## config.mk

```make
export PLATFORM = sky130hd
export DESIGN_NAME = spi_master_ctrl
export DESIGN_NICKNAME = d
export VERILOG_FILES = /design/src/rtl/spi_master_ctrl.sv
export SDC_FILE = /design/constraint.sdc
export NUM_CORES = 1
export LEC_CHECK = 0
export CORE_ASPECT_RATIO = 0.5
export CORE_MARGIN = 4
export CORE_UTILIZATION = 50
export CTS_BUF_LIST = sky130_fd_sc_hd__clkbuf_2 sky130_fd_sc_hd__clkbuf_4 sky130_fd_sc_hd__clkbuf_8
export DETAILED_ROUTE_END_ITERATION = 8
export PLACE_DENSITY = 0.76
export SYNTH_ARGS = -nofsm -noshare
export SYNTH_HDL_FRONTEND = slang
export SYNTH_SLANG_ARGS = --single-unit
export TNS_END_PERCENT = 20
```

## constraint.sdc

```tcl
create_clock -name pclk -period 2.02 [get_ports pclk]
set_clock_uncertainty 0.1 [all_clocks]
set_input_delay 0.505 -clock pclk [delete_from_list [all_inputs] [get_ports pclk]]
set_output_delay 0.505 -clock pclk [all_outputs]
set_load 0.01 [all_outputs]
```

## src/rtl/spi_master_ctrl.sv

```systemverilog
// SPI master: one DATA_WIDTH-bit frame per accepted host word, all four CPOL/CPHA
// modes and both bit orders, sclk half-period of CLK_DIV pclk cycles.
`timescale 1ns/1ps
module spi_master_ctrl #(
  parameter int DATA_WIDTH = 8,
  parameter int CLK_DIV    = 2
) (
  input  logic                  pclk,
  input  logic                  areset_n,
  input  logic                  cpol,
  input  logic                  cpha,
  input  logic                  msb_first,
  input  logic                  tx_valid,
  output logic                  tx_ready,
  input  logic [DATA_WIDTH-1:0] tx_data,
  output logic                  rx_valid,
  output logic [DATA_WIDTH-1:0] rx_data,
  output logic                  busy,
  output logic                  sclk,
  output logic                  cs_n,
  output logic                  mosi,
  input  logic                  miso
);

  localparam int DCW = (CLK_DIV > 1) ? $clog2(CLK_DIV) : 1;
  localparam int ECW = $clog2(2*DATA_WIDTH+1);
  localparam logic [DCW-1:0] DIV_RELOAD = DCW'(CLK_DIV-1);
  localparam logic [ECW-1:0] LAST_EDGE  = ECW'(2*DATA_WIDTH-1);

  typedef enum logic [1:0] {IDLE, SETUP, SHIFT, HOLD} state_t;
  state_t state, state_nxt;

  logic [DCW-1:0]        div_cnt;
  logic [ECW-1:0]        edge_cnt;
  logic                  cpha_q, msb_q, cfg_seen;
  logic [DATA_WIDTH-1:0] tx_sh, rx_sh;
  logic                  accept, tick, last_edge, odd_edge, sample_edge, drive_edge;

  function automatic logic head(input logic [DATA_WIDTH-1:0] d, input logic msb);
    return msb ? d[DATA_WIDTH-1] : d[0];
  endfunction

  function automatic logic [DATA_WIDTH-1:0] advance(input logic [DATA_WIDTH-1:0] d,
                                                    input logic msb);
    return msb ? {d[DATA_WIDTH-2:0], 1'b0} : {1'b0, d[DATA_WIDTH-1:1]};
  endfunction

  assign tick        = (div_cnt == '0);
  assign accept      = (state == IDLE) && tx_valid && tx_ready;
  assign last_edge   = (edge_cnt == LAST_EDGE);
  // edge_cnt counts toggles already made, so the upcoming edge number is edge_cnt+1
  assign odd_edge    = ~edge_cnt[0];
  assign sample_edge = odd_edge ^ cpha_q;
  assign drive_edge  = cpha_q ? odd_edge : (~odd_edge && ~last_edge);
  assign busy        = (state != IDLE);

  always_comb begin
    state_nxt = state;
    case (state)
      IDLE:    if (accept)            state_nxt = SETUP;
      SETUP:   if (tick)              state_nxt = SHIFT;
      SHIFT:   if (tick && last_edge) state_nxt = HOLD;
      HOLD:    if (tick)              state_nxt = IDLE;
      default:                        state_nxt = IDLE;
    endcase
  end

  always_ff @(posedge pclk or negedge areset_n) begin
    if (!areset_n) state <= IDLE;
    else           state <= state_nxt;
  end

  always_ff @(posedge pclk or negedge areset_n) begin
    if (!areset_n) begin
      tx_ready <= 1'b0;
      rx_valid <= 1'b0;
      rx_data  <= '0;
      sclk     <= 1'b0;
      cs_n     <= 1'b1;
      mosi     <= 1'b0;
      div_cnt  <= '0;
      edge_cnt <= '0;
      cpha_q   <= 1'b0;
      msb_q    <= 1'b0;
      cfg_seen <= 1'b0;
      tx_sh    <= '0;
      rx_sh    <= '0;
    end else begin
      rx_valid <= 1'b0;
      if (state != IDLE) div_cnt <= tick ? DIV_RELOAD : div_cnt - DCW'(1);
      case (state)
        IDLE: begin
          tx_ready <= 1'b1;
          mosi     <= 1'b0;
          // idle level tracks the live cpol until a frame has latched one
          if (!cfg_seen) sclk <= cpol;
          if (accept) begin
            tx_ready <= 1'b0;
            cs_n     <= 1'b0;
            sclk     <= cpol;
            cpha_q   <= cpha;
            msb_q    <= msb_first;
            cfg_seen <= 1'b1;
            div_cnt  <= DIV_RELOAD;
            edge_cnt <= '0;
            rx_sh    <= '0;
            if (!cpha) begin
              mosi  <= head(tx_data, msb_first);
              tx_sh <= advance(tx_data, msb_first);
            end else begin
              tx_sh <= tx_data;
            end
          end
        end
        SHIFT: if (tick) begin
          sclk     <= ~sclk;
          edge_cnt <= edge_cnt + ECW'(1);
          if (sample_edge)
            rx_sh <= msb_q ? {rx_sh[DATA_WIDTH-2:0], miso} : {miso, rx_sh[DATA_WIDTH-1:1]};
          if (drive_edge) begin
            mosi  <= head(tx_sh, msb_q);
            tx_sh <= advance(tx_sh, msb_q);
          end
        end
        HOLD: if (tick) begin
          cs_n     <= 1'b1;
          tx_ready <= 1'b1;
          rx_valid <= 1'b1;
          rx_data  <= rx_sh;
          mosi     <= 1'b0;
        end
        default: ;
      endcase
    end
  end

endmodule

```

Yosys cells after proc, flatten, opt, wreduce, memory -nomap -nowiden
Cells that the tools add are included.
Widths: inputs -> output; s select.
{"block": "totals", "inputBits": 15, "reg_bits": 40, "wordCells": 96}
{"block": "op_classes", "n_reduce_logical": 19, "n_eq_ne": 12, "mux": 44, "bitwise": 5, "n_addsub": 2}
{"operator": "$mux 8", "n": 10}
{"operator": "$pmux 8 s2", "n": 2}
{"operator": "$mux 1", "n": 20}
{"operator": "$reduce_and 4->1", "n": 4}
{"operator": "$ne 2x2->1 const B", "n": 7}
{"operator": "$mux 5", "n": 2}
{"operator": "$pmux 5 s2", "n": 1}
{"operator": "$reduce_and 3->1", "n": 3}
{"operator": "$mux 2", "n": 4}
{"operator": "$pmux 2 s4", "n": 1}
{"operator": "$pmux 1 s2", "n": 3}
{"operator": "$reduce_and 2->1", "n": 3}
{"operator": "$reduce_bool 2->1", "n": 3}
{"operator": "$add 5x1->5 const B", "n": 1}
{"operator": "$eq 5x4->1 const B", "n": 1}
{"operator": "$eq 2x2->1 const B", "n": 2}
{"operator": "$logic_and 1x1->1", "n": 4}
{"operator": "$not 1->1", "n": 4}
{"operator": "$ne 3x3->1 const B", "n": 1}
{"operator": "$pmux 1 s3", "n": 1}
{"operator": "$reduce_bool 3->1", "n": 1}
{"operator": "$eq 2x1->1 const B", "n": 1}
{"operator": "$logic_not 2->1", "n": 1}
{"operator": "$sub 1x1->1 const B", "n": 1}
{"operator": "$xor 1x1->1", "n": 1}

Depth between registers and ports, before layout
{"block": "depth", "depth_word": 7, "mapped_depth": 8}

Least setup slack after synthesis
Ideal clock, no wire load.
{"block": "synth_path", "path_kind": "reg2reg", "from": "reg edge_cnt[1]", "to": "reg tx_sh[0]", "arrival_time_ps": 1697, "slack_ps": 99, "stages_incl_launch_ff": 8, "cell_sequence": "dfrtp_1 -> ha_1 -> and3_1 -> ha_1 -> nor2_1 -> a211o_1 -> nand2_2 -> mux2_2"}
{"block": "synth_between", "elab_chain_cells": 6}
{"element": "start, declared", "line_no": "34", "rtl": "logic [ECW-1:0] edge_cnt;"}
{"element": "start signal, assigned", "line_no": "117", "rtl": "edge_cnt <= edge_cnt + ECW'(1);"}
{"element": "$eq 5x4->1", "line_no": "50", "rtl": "assign last_edge = (edge_cnt == LAST_EDGE);"}
{"element": "$not 1->1", "line_no": "54", "rtl": "assign drive_edge = cpha_q ? odd_edge : (~odd_edge && ~last_edge);"}
{"element": "$logic_and 1x1->1", "line_no": "54"}
{"element": "$mux 1", "line_no": "54"}
{"element": "$ne 2x2->1 (no line)"}
{"element": "$reduce_and 4->1 (no line)"}
{"element": "end signal, assigned", "line_no": "109", "rtl": "tx_sh <= advance(tx_data, msb_first);"}
{"element": "end signal, assigned", "line_no": "111", "rtl": "tx_sh <= tx_data;"}
{"element": "end signal, assigned", "line_no": "122", "rtl": "tx_sh <= advance(tx_sh, msb_q);"}
{"element": "end, declared", "line_no": "36", "rtl": "logic [DATA_WIDTH-1:0] tx_sh, rx_sh;"}
No other way between the ends.
A chain may end at the register's enable or synchronous reset.

Worst setup path after layout
{"block": "layout_path", "from": "reg cs_n", "to": "out cs_n"}
{"element": "start, declared", "line_no": "20", "rtl": "output logic cs_n,"}
{"element": "start signal, assigned", "line_no": "79", "rtl": "cs_n <= 1'b1;"}
{"element": "start signal, assigned", "line_no": "99", "rtl": "cs_n <= 1'b0;"}
{"element": "start signal, assigned", "line_no": "126", "rtl": "cs_n <= 1'b1;"}
No word-level cell between the ends.

==> impl_metrics.yaml <==
die:
  ios: 29
  coreArea_mm2: 0.004044
  die_area_mm2: 0.005555
  die_w_um: 101.5
  rows: 16
  start_util_pct: 54.02
  die_h_um: 54.74
timing:
  post-route-period-util_pct: 97.70
  finalMaxSlewViolations: 0
  setup_viol: 0
  slew_headroom_pct: 65.98
  hold_viol_final: 0
  worstMarginPinSlew_ns: 0.5103
  setup_tns_ns: 0
  rsz0062_at_grt: "true"
  clock.fmax_ghz: 0.5067
  period_needed_ns: 1.974
  fin_ws_ns: 0.04646
  hold_ws_ns: 0.1537
critical_path:
  r2r-start: "edge_cnt[0]"
  cp_slowest_cell: "dfstp_2"
  required_ns: 1.41
  path_cells: "clkdlybuf4s50_1"
  critPathMaxStageDelay_ns: 0.55
  crit_path_end: "cs_n"
  worstPathArrival_ns: 1.37
  critPathKind: "reg2out"
  r2r_cells: 7
  worstSetupStartpointType: "register"
  cp_top_family: "flip-flops"
  ff2ff_setup_slack_ns: 0.07
  cp_max_fo: 3
  r2r_end: "tx_sh[0]"
  crit_buf_inv: 1
  critPathCaptureType: "output port"
  cp-startpoint: "cs_n"
  crit_cells: 1
cts:
  cts_buffers: 5
  clk_pin_slew_ns: 0.08
  htreeDepth: 2
  clockBufferDepth: 2
  insertion_delay_ns: 0.30
  cts_tree: "built"
  clock-root-buffer: "clkbuf_8"
  cts.sinks: 40
route:
  drt-vias-per-instance: 5.604
  drc: 0
  final_antenna_net_count: 0
  vias: 1754
  wl_per_cell_um: 16.17
  detail_route.iter0.violations: 72
  wirelength_um: 5061
  drtPass1Iterations: 4
yosys:
  ys_types: 39
  ys_ff_latch: 40
  syn_nets: 230
  ys_dominant_reg_cell: "dfrtp_1"
  yosysSeqAreaShare_pct: 45.88
  syn_inst: 210
  yosys_warnings: 0
  avgSynthCellArea_um2: 10.40
  async_reset_ff_share_pct: 100.0
  synth_edf_count: 0
  syn_area_mm2: 0.002185
final_layout:
  multi_input_area_mm2: 0.001129
  diodes: 0
  fillers: 312
  area_growth_pct: 28.29
  nNetsFinal: 278
  fin_cells: 313
  regArea_mm2: 0.001002
  finish.instance_area_mm2: 0.002803
  drive_above_1_share_pct: 24.32
  final_core_util_pct: 69.31
power_and_ir_drop:
  power.leakage_nw: 1.230
  ir_worst_vdd_mv: 0.3828
  power_mw: 1.636
  power.density_mw_per_mm2: 583.7
  intPower_mw: 1.276
  swShare_pct: 22.00
  p_switching_uw: 359.9
  seqPwrFrac_pct: 50.0
  p_clk_share_pct: 42.9
  p_comb_share_pct: 7.1
global_route:
  antenna_found_initial: 0
  grt_first_pass_wirelength_um: 8569
  grt_usage_pct: 20.35
  grt_pass1_vias: 1749
  grt_start_max_net_pins: 41
  grt_overflow: 0
place:
  routabilityCongestion: 0.8865
  place_inst: 303
  dp_slack_ns: -0.3297
  place_hpwl_um: 3522
  portBuffers: 28
  placed_area_mm2: 0.002634
run_status:
  status: "finished clean"
job:
  cap_violations: 0
hold_path:
  hp-class: "in2async"
worst register-to-register path, stage by stage, from the launching register on:
cell and delay, ns:
dfrtp_1 0.36, ha_2 0.19, and3_1 0.15, ha_2 0.18, nor2_1 0.05, a211o_1 0.32, nand2_4 0.14, mux2_2 0.35
Yosys cell counts, drive strengths merged, types with 2 or more instances:
cell      n  area share [%]
nand2    32             5.6
a31oi     4             1.1
nand3b    2            0.69
nor3      3            0.69
a221oi    2            0.80
nand3     2            0.46
o21ai     9             2.1
inv       6             1.0
buf       6             1.8
a221o     4             1.8
nor2b     2            0.57
mux2     20              10
o2bb2ai  13             5.2
nor2     13             2.2
a21boi    2             1.2
nand2b    2            0.57
dfrtp    39              45
clkbuf    5            0.92
a21oi     9             2.1
a22oi     5             1.7
mux2i    14             6.4
ha        5             2.9
placed cells by master, fill, tap and decap left out, drive strengths merged, types with 2 or more instances in the layout:
| cell | count |
|---|---|
| mux2 | 20 |
| dlygate4sd2 | 2 |
| nor2 | 13 |
| dfrtp | 39 |
| o21ai | 9 |
| nand3 | 2 |
| mux2i | 14 |
| clkdlybuf4s50 | 25 |
| a31oi | 4 |
| nand3b | 2 |
| nand2b | 2 |
| ha | 5 |
| a22oi | 5 |
| a21boi | 2 |
| nor2b | 2 |
| a21oi | 9 |
| o2bb2ai | 13 |
| nand2 | 32 |
| a221oi | 2 |
| clkbuf | 6 |
| nor3 | 3 |
| a221o | 4 |
| inv | 6 |
| buf | 25 |
| clkinv | 2 |
cell families after synthesis:
group	share of synthesized area, %
flops	45.88
mux	16.72
xor+xnor	0.4010
fa+ha+maj	2.864
buf+inv	3.894
compound gates	18.16
simple gates	12.09
per-layer routing:
metal	vias up	share of wire, %	global-route usage, %
met5	-	0	0
met1	855	48	28.26
li1	859	-	-
met2	36	46	31.93
met3	4	4.7	4.707
met4	0	0.87	6.402
worst min path at each step:
| stage | start | end | slack (ns) |
|---|---|---|---|
| finish | areset_n | rx_valid | 0.15 |
| global route | areset_n | rx_data[4] | 0.20 |
| CTS | areset_n | rx_data[7] | 0.18 |
| detailed placement | rx_data[1] | rx_data[1] | 0.36 |
| global placement | rx_data[1] | rx_data[1] | 0.36 |
| floorplan | areset_n | cfg_seen | 0.11 |
repair_timing:
item                                    CTS  global route
setup buffers                             1             1
gates cloned                              0             0
endpoints found under the setup margin    6            16
gates resized for setup                   5             5
hold buffers                              0             0
pin swaps                                 0             2
power by group through the flow:
stage	Clock [mW]	Sequential (mW)	Combinational (mW)
global route	0.749	0.819	0.129
finish	0.703	0.817	0.116
global placement	0	0.833	0.113
CTS	0.710	0.817	0.117
floorplan	0	0.831	0.0541
detailed placement	0	0.833	0.117
registers in the layout (all words and copies together), names as in the netlist, 2 cells and up:
register  count
rx_data       8
state         2
tx_sh         8
rx_sh         8
edge_cnt      5
area by class of cell:
cell class	count	share of cell area (%)
inverters	7	0.9375
clock inverters	2	1.384
well taps	54	2.411
flip-flops and latches	40	35.76
multi-input cells	152	40.27
clock buffers	6	2.946
repair buffers	52	16.29
(Power assumes the default switching activity.)
